$ cat config.mk
export PLATFORM = sky130hd
export DESIGN_NAME = fee_config_axil_slave
export DESIGN_NICKNAME = d
export VERILOG_FILES = /design/src/rtl/fee_config_axil_slave.sv
export SDC_FILE = /design/constraint.sdc
export NUM_CORES = 1
export LEC_CHECK = 0
export CAP_MARGIN = 20
export CORE_ASPECT_RATIO = 0.7
export CORE_MARGIN = 4
export CORE_UTILIZATION = 50
export CTS_CLUSTER_SIZE = 10
export DETAILED_ROUTE_END_ITERATION = 10
export GPL_ROUTABILITY_DRIVEN = 0
export PLACE_DENSITY = 0.79
export SLEW_MARGIN = 10
export SYNTH_ARGS = -nofsm -noshare
export SYNTH_HDL_FRONTEND = slang
export SYNTH_SLANG_ARGS = --single-unit
$ cat constraint.sdc
create_clock -name CLK -period 3.2 [get_ports CLK]
set_input_delay 0.64 -clock CLK [delete_from_list [all_inputs] [get_ports CLK]]
set_output_delay 0.64 -clock CLK [all_outputs]
set_load 0.03 [all_outputs]
$ cat src/rtl/fee_config_axil_slave.sv
// AXI4-Lite slave holding the four-register FEE configuration map.
// Threshold, acquisition and baseline registers accept writes only while SET_CONFIG is set.
module fee_config_axil_slave #(
  parameter int unsigned ADDR_WIDTH       = 6,
  parameter logic [15:0] RST_MAX_TRIG_LEN = 16'd32,
  parameter logic [15:0] RST_RISING_THR   = 16'd1024,
  parameter logic [15:0] RST_FALLING_THR  = 16'd512,
  parameter logic [1:0]  RST_PRE_ACQ      = 2'd1,
  parameter logic [1:0]  RST_POST_ACQ     = 2'd1,
  parameter logic [12:0] RST_H_BASELINE   = 13'd1024,
  parameter logic [15:0] RST_L_BASELINE   = 16'd128
) (
  input  logic                  CLK,
  input  logic                  RESETN,
  input  logic [ADDR_WIDTH-1:0] S_AXI_AWADDR,
  input  logic                  S_AXI_AWVALID,
  output logic                  S_AXI_AWREADY,
  input  logic [31:0]           S_AXI_WDATA,
  input  logic [3:0]            S_AXI_WSTRB,
  input  logic                  S_AXI_WVALID,
  output logic                  S_AXI_WREADY,
  output logic [1:0]            S_AXI_BRESP,
  output logic                  S_AXI_BVALID,
  input  logic                  S_AXI_BREADY,
  input  logic [ADDR_WIDTH-1:0] S_AXI_ARADDR,
  input  logic                  S_AXI_ARVALID,
  output logic                  S_AXI_ARREADY,
  output logic [31:0]           S_AXI_RDATA,
  output logic [1:0]            S_AXI_RRESP,
  output logic                  S_AXI_RVALID,
  input  logic                  S_AXI_RREADY,
  output logic                  SET_CONFIG,
  output logic                  STOP,
  output logic                  ACQUIRE_MODE,
  output logic [15:0]           MAX_TRIGGER_LENGTH,
  output logic [15:0]           RISING_EDGE_THRESHOLD,
  output logic [15:0]           FALLING_EDGE_THRESHOLD,
  output logic [1:0]            PRE_ACQUISITION_LENGTH,
  output logic [1:0]            POST_ACQUISITION_LENGTH,
  output logic [12:0]           H_GAIN_BASELINE,
  output logic [15:0]           L_GAIN_BASELINE
);

  localparam logic [0:0] W_IDLE = 1'b0;
  localparam logic [0:0] W_RESP = 1'b1;
  localparam logic [0:0] R_IDLE = 1'b0;
  localparam logic [0:0] R_DATA = 1'b1;
  localparam logic [1:0] RESP_OKAY   = 2'b00;
  localparam logic [1:0] RESP_SLVERR = 2'b10;
  localparam logic [1:0] RESP_DECERR = 2'b11;

  function automatic logic [31:0] merge_bytes(input logic [31:0] cur, input logic [31:0] data,
                                              input logic [3:0] strb);
    logic [31:0] res;
    for (int b = 0; b < 4; b++)
      res[b*8 +: 8] = strb[b] ? data[b*8 +: 8] : cur[b*8 +: 8];
    return res;
  endfunction

  logic [2:0]  mode;
  logic [15:0] max_trig;
  logic [15:0] rising_thr;
  logic [15:0] falling_thr;
  logic [1:0]  pre_acq;
  logic [1:0]  post_acq;
  logic [12:0] h_base;
  logic [15:0] l_base;
  logic [31:0] reg_view [4];

  always_comb begin
    reg_view[0] = {13'b0, mode, max_trig};
    reg_view[1] = {rising_thr, falling_thr};
    reg_view[2] = {28'b0, pre_acq, post_acq};
    reg_view[3] = {3'b0, h_base, l_base};
  end

  // Handshake readiness is held off until the first clock after reset release.
  logic                  ready_en;
  logic [0:0]            w_state;
  logic [0:0]            r_state;
  logic                  aw_held;
  logic                  w_held;
  logic [ADDR_WIDTH-1:0] aw_addr_q;
  logic [31:0]           w_data_q;
  logic [3:0]            w_strb_q;
  logic [1:0]            bresp_q;
  logic [31:0]           rdata_q;
  logic [1:0]            rresp_q;

  logic                  aw_hs;
  logic                  w_hs;
  logic                  ar_hs;
  logic                  commit;
  logic                  wr_en;
  logic [ADDR_WIDTH-1:0] wr_addr;
  logic [31:0]           wr_data;
  logic [3:0]            wr_strb;
  logic [1:0]            wr_idx;
  logic                  wr_mapped;
  logic [1:0]            wr_resp;
  logic [31:0]           wr_word;
  logic [1:0]            rd_idx;
  logic                  rd_mapped;
  logic                  unused_bits;

  assign S_AXI_AWREADY = ready_en && (w_state == W_IDLE) && !aw_held;
  assign S_AXI_WREADY  = ready_en && (w_state == W_IDLE) && !w_held;
  assign S_AXI_BVALID  = (w_state == W_RESP);
  assign S_AXI_BRESP   = bresp_q;
  assign S_AXI_ARREADY = ready_en && (r_state == R_IDLE);
  assign S_AXI_RVALID  = (r_state == R_DATA);
  assign S_AXI_RDATA   = rdata_q;
  assign S_AXI_RRESP   = rresp_q;

  assign aw_hs   = S_AXI_AWVALID && S_AXI_AWREADY;
  assign w_hs    = S_AXI_WVALID && S_AXI_WREADY;
  assign ar_hs   = S_AXI_ARVALID && S_AXI_ARREADY;
  assign commit  = (w_state == W_IDLE) && (aw_held || aw_hs) && (w_held || w_hs);

  // A beat arriving this cycle bypasses its holding register so commit needs no extra cycle.
  assign wr_addr   = aw_held ? aw_addr_q : S_AXI_AWADDR;
  assign wr_data   = w_held ? w_data_q : S_AXI_WDATA;
  assign wr_strb   = w_held ? w_strb_q : S_AXI_WSTRB;
  assign wr_idx    = wr_addr[3:2];
  assign wr_mapped = (wr_addr[ADDR_WIDTH-1:4] == '0);
  assign wr_word   = merge_bytes(reg_view[wr_idx], wr_data, wr_strb);

  always_comb begin
    wr_resp = RESP_OKAY;
    if (!wr_mapped)
      wr_resp = RESP_DECERR;
    else if ((wr_idx != 2'd0) && !mode[2])
      wr_resp = RESP_SLVERR;
  end

  assign wr_en     = commit && (wr_resp == RESP_OKAY);
  assign rd_idx    = S_AXI_ARADDR[3:2];
  assign rd_mapped = (S_AXI_ARADDR[ADDR_WIDTH-1:4] == '0);

  assign unused_bits = ^{wr_addr[1:0], S_AXI_ARADDR[1:0], wr_word};

  always_ff @(posedge CLK) begin
    if (aw_hs) aw_addr_q <= S_AXI_AWADDR;
    if (w_hs) begin
      w_data_q <= S_AXI_WDATA;
      w_strb_q <= S_AXI_WSTRB;
    end
  end

  always_ff @(posedge CLK or negedge RESETN) begin
    if (!RESETN) begin
      ready_en <= 1'b0;
      w_state  <= W_IDLE;
      aw_held  <= 1'b0;
      w_held   <= 1'b0;
      bresp_q  <= RESP_OKAY;
    end else begin
      ready_en <= 1'b1;
      case (w_state)
        W_IDLE: begin
          if (commit) begin
            aw_held <= 1'b0;
            w_held  <= 1'b0;
            bresp_q <= wr_resp;
            w_state <= W_RESP;
          end else begin
            if (aw_hs) aw_held <= 1'b1;
            if (w_hs)  w_held  <= 1'b1;
          end
        end
        default: if (S_AXI_BREADY) w_state <= W_IDLE;
      endcase
    end
  end

  // Reads sample the registers on the same edge a write commits, so they see the pre-write value.
  always_ff @(posedge CLK or negedge RESETN) begin
    if (!RESETN) begin
      r_state <= R_IDLE;
      rdata_q <= '0;
      rresp_q <= RESP_OKAY;
    end else begin
      case (r_state)
        R_IDLE: begin
          if (ar_hs) begin
            rdata_q <= rd_mapped ? reg_view[rd_idx] : 32'h0;
            rresp_q <= rd_mapped ? RESP_OKAY : RESP_DECERR;
            r_state <= R_DATA;
          end
        end
        default: if (S_AXI_RREADY) r_state <= R_IDLE;
      endcase
    end
  end

  always_ff @(posedge CLK or negedge RESETN) begin
    if (!RESETN) begin
      mode        <= 3'b010;
      max_trig    <= RST_MAX_TRIG_LEN;
      rising_thr  <= RST_RISING_THR;
      falling_thr <= RST_FALLING_THR;
      pre_acq     <= RST_PRE_ACQ;
      post_acq    <= RST_POST_ACQ;
      h_base      <= RST_H_BASELINE;
      l_base      <= RST_L_BASELINE;
    end else if (wr_en) begin
      case (wr_idx)
        2'd0: begin
          mode     <= wr_word[18:16];
          max_trig <= wr_word[15:0];
        end
        2'd1: begin
          rising_thr  <= wr_word[31:16];
          falling_thr <= wr_word[15:0];
        end
        2'd2: begin
          pre_acq  <= wr_word[3:2];
          post_acq <= wr_word[1:0];
        end
        default: begin
          h_base <= wr_word[28:16];
          l_base <= wr_word[15:0];
        end
      endcase
    end
  end

  assign SET_CONFIG              = mode[2];
  assign STOP                    = mode[1];
  assign ACQUIRE_MODE            = mode[0];
  assign MAX_TRIGGER_LENGTH      = max_trig;
  assign RISING_EDGE_THRESHOLD   = rising_thr;
  assign FALLING_EDGE_THRESHOLD  = falling_thr;
  assign PRE_ACQUISITION_LENGTH  = pre_acq;
  assign POST_ACQUISITION_LENGTH = post_acq;
  assign H_GAIN_BASELINE         = h_base;
  assign L_GAIN_BASELINE         = l_base;

endmodule

==> results.md <==
- Status: finished clean
- RSZ-0062 raised after global routing: no
- Worst path slowest cell: a2111o_1
- Worst-path fanout max: 10
- Initial antenna violation count: 0
- WL final: approximately 23 mm
- Global-route wire length before repair: 36.58 mm
- Antenna viol nets, final: 0
- Period utilisation layout: between 80% and 90%
- WL per Instance: 22.89 microns
- CTS root buffer: clkbuf_16
- Number of CTS-inserted buffers: 17
- Slew HR: 39.50%
- Worst-Skew Late Latency: around 430 ps
- Synth Cell Area: just under 8000 sq um
- Synthesis-to-layout area growth: 33.90%
- CTS resizes: 0
- Min-delay worst type: input pin to asynchronous set/reset pin
- Vias/cell: about 6.2
- Reg2reg end: FALLING_EDGE_THRESHOLD[12]$_DFFE_PN0P_
- CP Cell Sequence: clkdlybuf4s50_1 -> or3_1 -> a2111o_1 -> nor3_4 -> buf_4 -> mux2_1
- Largest net degree at the start of global routing: 52
- H-tree levels: 4
- Full die area: 17590 sq um
- Pwr Total: around 8 mW
- Iteration-0 DRC Markers: 520
- Hold Vio Cnt, Final: 0
- Sequential area share after synthesis: 55.66%
- Syn Inst Count: between 600 and 700
- Grt ovf: 0
- CP Class: input pin to register
- PD cells: roughly 770 nW/um^2
- Post-CTS setup buffers: 0
- CTS tree: yes
- Nets: 868
- Die extent in y: about 110 microns
- CORE AREA: ~15000 sq um
- Ys flop type: dfrtp_1
- # clock sinks: between 150 and 200
- Clock transition at the registers of the reported paths: about 60 ps
- Fill cell total of the finished layout: around 1000
- Peak supply drop: 506.0 uV
- Longest Clk Path Bufs: 2
- Worst path max stage delay: around 620 ps
- Worst Setup Start Kind: input pin
- Initial Util: approximately 52%
- YS warnings: 0
- Drt pass-1 iters: 5
- Io pins: 180
- Avg Inst Size Synth: ~12 sq um
- Chip width: approximately 160 microns
- Port Buffers: 175
- Slew @ Worst Pin: 904.1 ps
- Setup TNS Final: 0 ps
- Via Count: around 6400
- Hold Buf Count CTS: 0
- Number of max-cap violations: 0
- R2R cell count: 6
- Row cnt: 37
- Final setup vio count: 0
- Fin. max-slew vios: 0
- Crit Reg-Reg Startpoint: aw_held$_DFFE_PN0P_
- DP Worst Slack: 97.88 ps
- CP arrival: around 3000 ps
- Synth cell types: between 40 and 50
- Critical path endpoint category: register
- Total GRT Usage: 26.64%
- CP required: around 3500 ps
- Number of synthesized flops with an enable pin: 40
- Share of post-route cells with drive strength above 1: around a fifth
- Layout Skew: around 11 ps
- Syn nets: ~700
- Half-perimeter wire length after placement: 16.09 mm
- Number of global-route vias before repair: roughly 6500
- P_leak: between 4 and 5 nW
- Async set-reset flop share out of synthesis: about three quarters
- Worst setup margin: around 540 ps
- Reg-to-reg slack, setup: slightly below 800 ps
- Synthesized flop and latch total: ~160
- Crit path time final: between 2000 and 3000 ps
- Peak Freq: approximately 0.38 GHz
- N_diodes: 0
- DRC violations left: 0
## area by class of cell
type                       instances  area [sq um]  area share [%]
sequential                       164          4315           41.58
multi-input combinational        420          3237           31.19
timing repair buffer             207          2044           19.70
clock buffer                      20         436.7           4.207
tap                              195         244.0           2.351
clock inverter                    12         90.09          0.8680
inverter                           3         11.26          0.1085
## stage by stage
stage | instance area, sq um | instances | utilization (%) | hold WS (ps)
after floorplan | 7751 | 636 | - | 344.4
after global placement | 9847 | 988 | 65.85 | 460.4
after detailed placement | 9847 | 988 | 65.85 | 473.8
after CTS | 10370 | 1020 | 69.37 | 222.5
after global routing | 10380 | 1021 | 69.41 | 249.8
final | 10380 | 1021 | 69.41 | 228.3
## metal layers
layer  share of wire (%)  up-vias  routed length (microns)  global-route usage, %
met2                  46      363                    10730                  40.40
li1                    -     2768                        -                      -
met3                 9.4       31                     2206                  7.437
met4                 1.5        0                      352                  7.803
met1                  43     3213                    10080                  37.76
met5                   0        -                        0                      0
## Yosys cell counts, types with 7 or more instances
| cell type | count | share of area [%] |
|---|---|---|
| a211oi_1 | 32 | 3.1 |
| edfxtp_1 | 40 | 15 |
| mux2_1 | 27 | 3.9 |
| a41oi_1 | 19 | 2.1 |
| a22o_1 | 7 | 0.79 |
| clkbuf_1 | 33 | 1.6 |
| buf_1 | 7 | 0.34 |
| a31oi_1 | 10 | 0.81 |
| nand2_1 | 30 | 1.5 |
| nor2_1 | 9 | 0.44 |
| nor2b_1 | 31 | 2.5 |
| o21ai_1 | 7 | 0.45 |
| dfrtp_1 | 116 | 37 |
| dfstp_2 | 8 | 2.7 |
| mux2_2 | 76 | 11 |
| o21ai_0 | 98 | 6.3 |
| a22oi_1 | 15 | 1.5 |
| mux2i_1 | 14 | 1.8 |
## worst max-delay path: cells and delay by family
kind	cells	cell delay (ps)
AND/OR/NAND/NOR	2	680
buffers and inverters	2	670
AO/OA/AOI/OAI	1	620
multiplexers	1	350
## cells by family after synthesis
group | Yosys count | share of synthesized area, %
AOI/OAI and AO/OA | 197 | 15.87
buffers and inverters | 52 | 2.954
DFF | 164 | 55.66
other | 1 | 0.04838
and+or+nand+nor | 101 | 7.539
muxes | 121 | 17.93
## layout by cell type, fill, tap and decap left out, types with 3 or more instances in the layout
cell type and count:
a31oi_1 10, and3b_1 3, nor2_1 9, mux2_1 27
clkdlybuf4s50_1 173, clkbuf_16 17, mux2i_1 14, a21oi_1 5
nand2_1 30, mux4_2 4, mux2_2 76, dfstp_2 8
a41oi_1 19, a22o_1 7, buf_12 5, o21ai_1 7
clkbuf_1 3, inv_1 3, nor3b_1 3, a22oi_1 15
buf_4 27, edfxtp_1 40, nor3_1 4, a211oi_1 32
dfrtp_1 115, nor2b_1 31, and4b_1 4, clkinv_1 3
o21ai_0 98, clkinv_2 5
## power by group
group,total (mW),switching (mW),internal (mW)
clock,1.87,0.814,1.05
combinational,3.11,1.81,1.30
sequential,3.03,0.441,2.59
total,8.01,3.07,4.94
## how the worst max path moves through the flow
| stage | startpoint | endpoint | depth (start not counted) | slack [ps] |
|---|---|---|---|---|
| after floorplan | w_held$_DFFE_PN0P_ | w_data_q[0]$_DFFE_PP_ | 6 | 160 |
| after global placement | S_AXI_AWADDR[4] | H_GAIN_BASELINE[12]$_DFFE_PN0P_ | 6 | 150 |
| after detailed placement | S_AXI_AWADDR[4] | H_GAIN_BASELINE[8]$_DFFE_PN0P_ | 6 | 100 |
| after CTS | S_AXI_AWADDR[4] | H_GAIN_BASELINE[8]$_DFFE_PN0P_ | 6 | 540 |
| after global routing | S_AXI_AWADDR[4] | H_GAIN_BASELINE[8]$_DFFE_PN0P_ | 6 | 500 |
| final | S_AXI_AWADDR[4] | H_GAIN_BASELINE[8]$_DFFE_PN0P_ | 6 | 540 |
## sequential cells by signal, summed over array words and instances, names as in the netlist, 2 cells and up
signal and cells:
H_GAIN_BASELINE 13, aw_addr_q 4, MAX_TRIGGER_LENGTH 16, POST_ACQUISITION_LENGTH 2, S_AXI_BRESP 2, PRE_ACQUISITION_LENGTH 2
mode 3, FALLING_EDGE_THRESHOLD 16, S_AXI_RDATA 32, RISING_EDGE_THRESHOLD 16, L_GAIN_BASELINE 16, w_data_q 32
w_strb_q 4
Power figures use the tool's default switching activity.
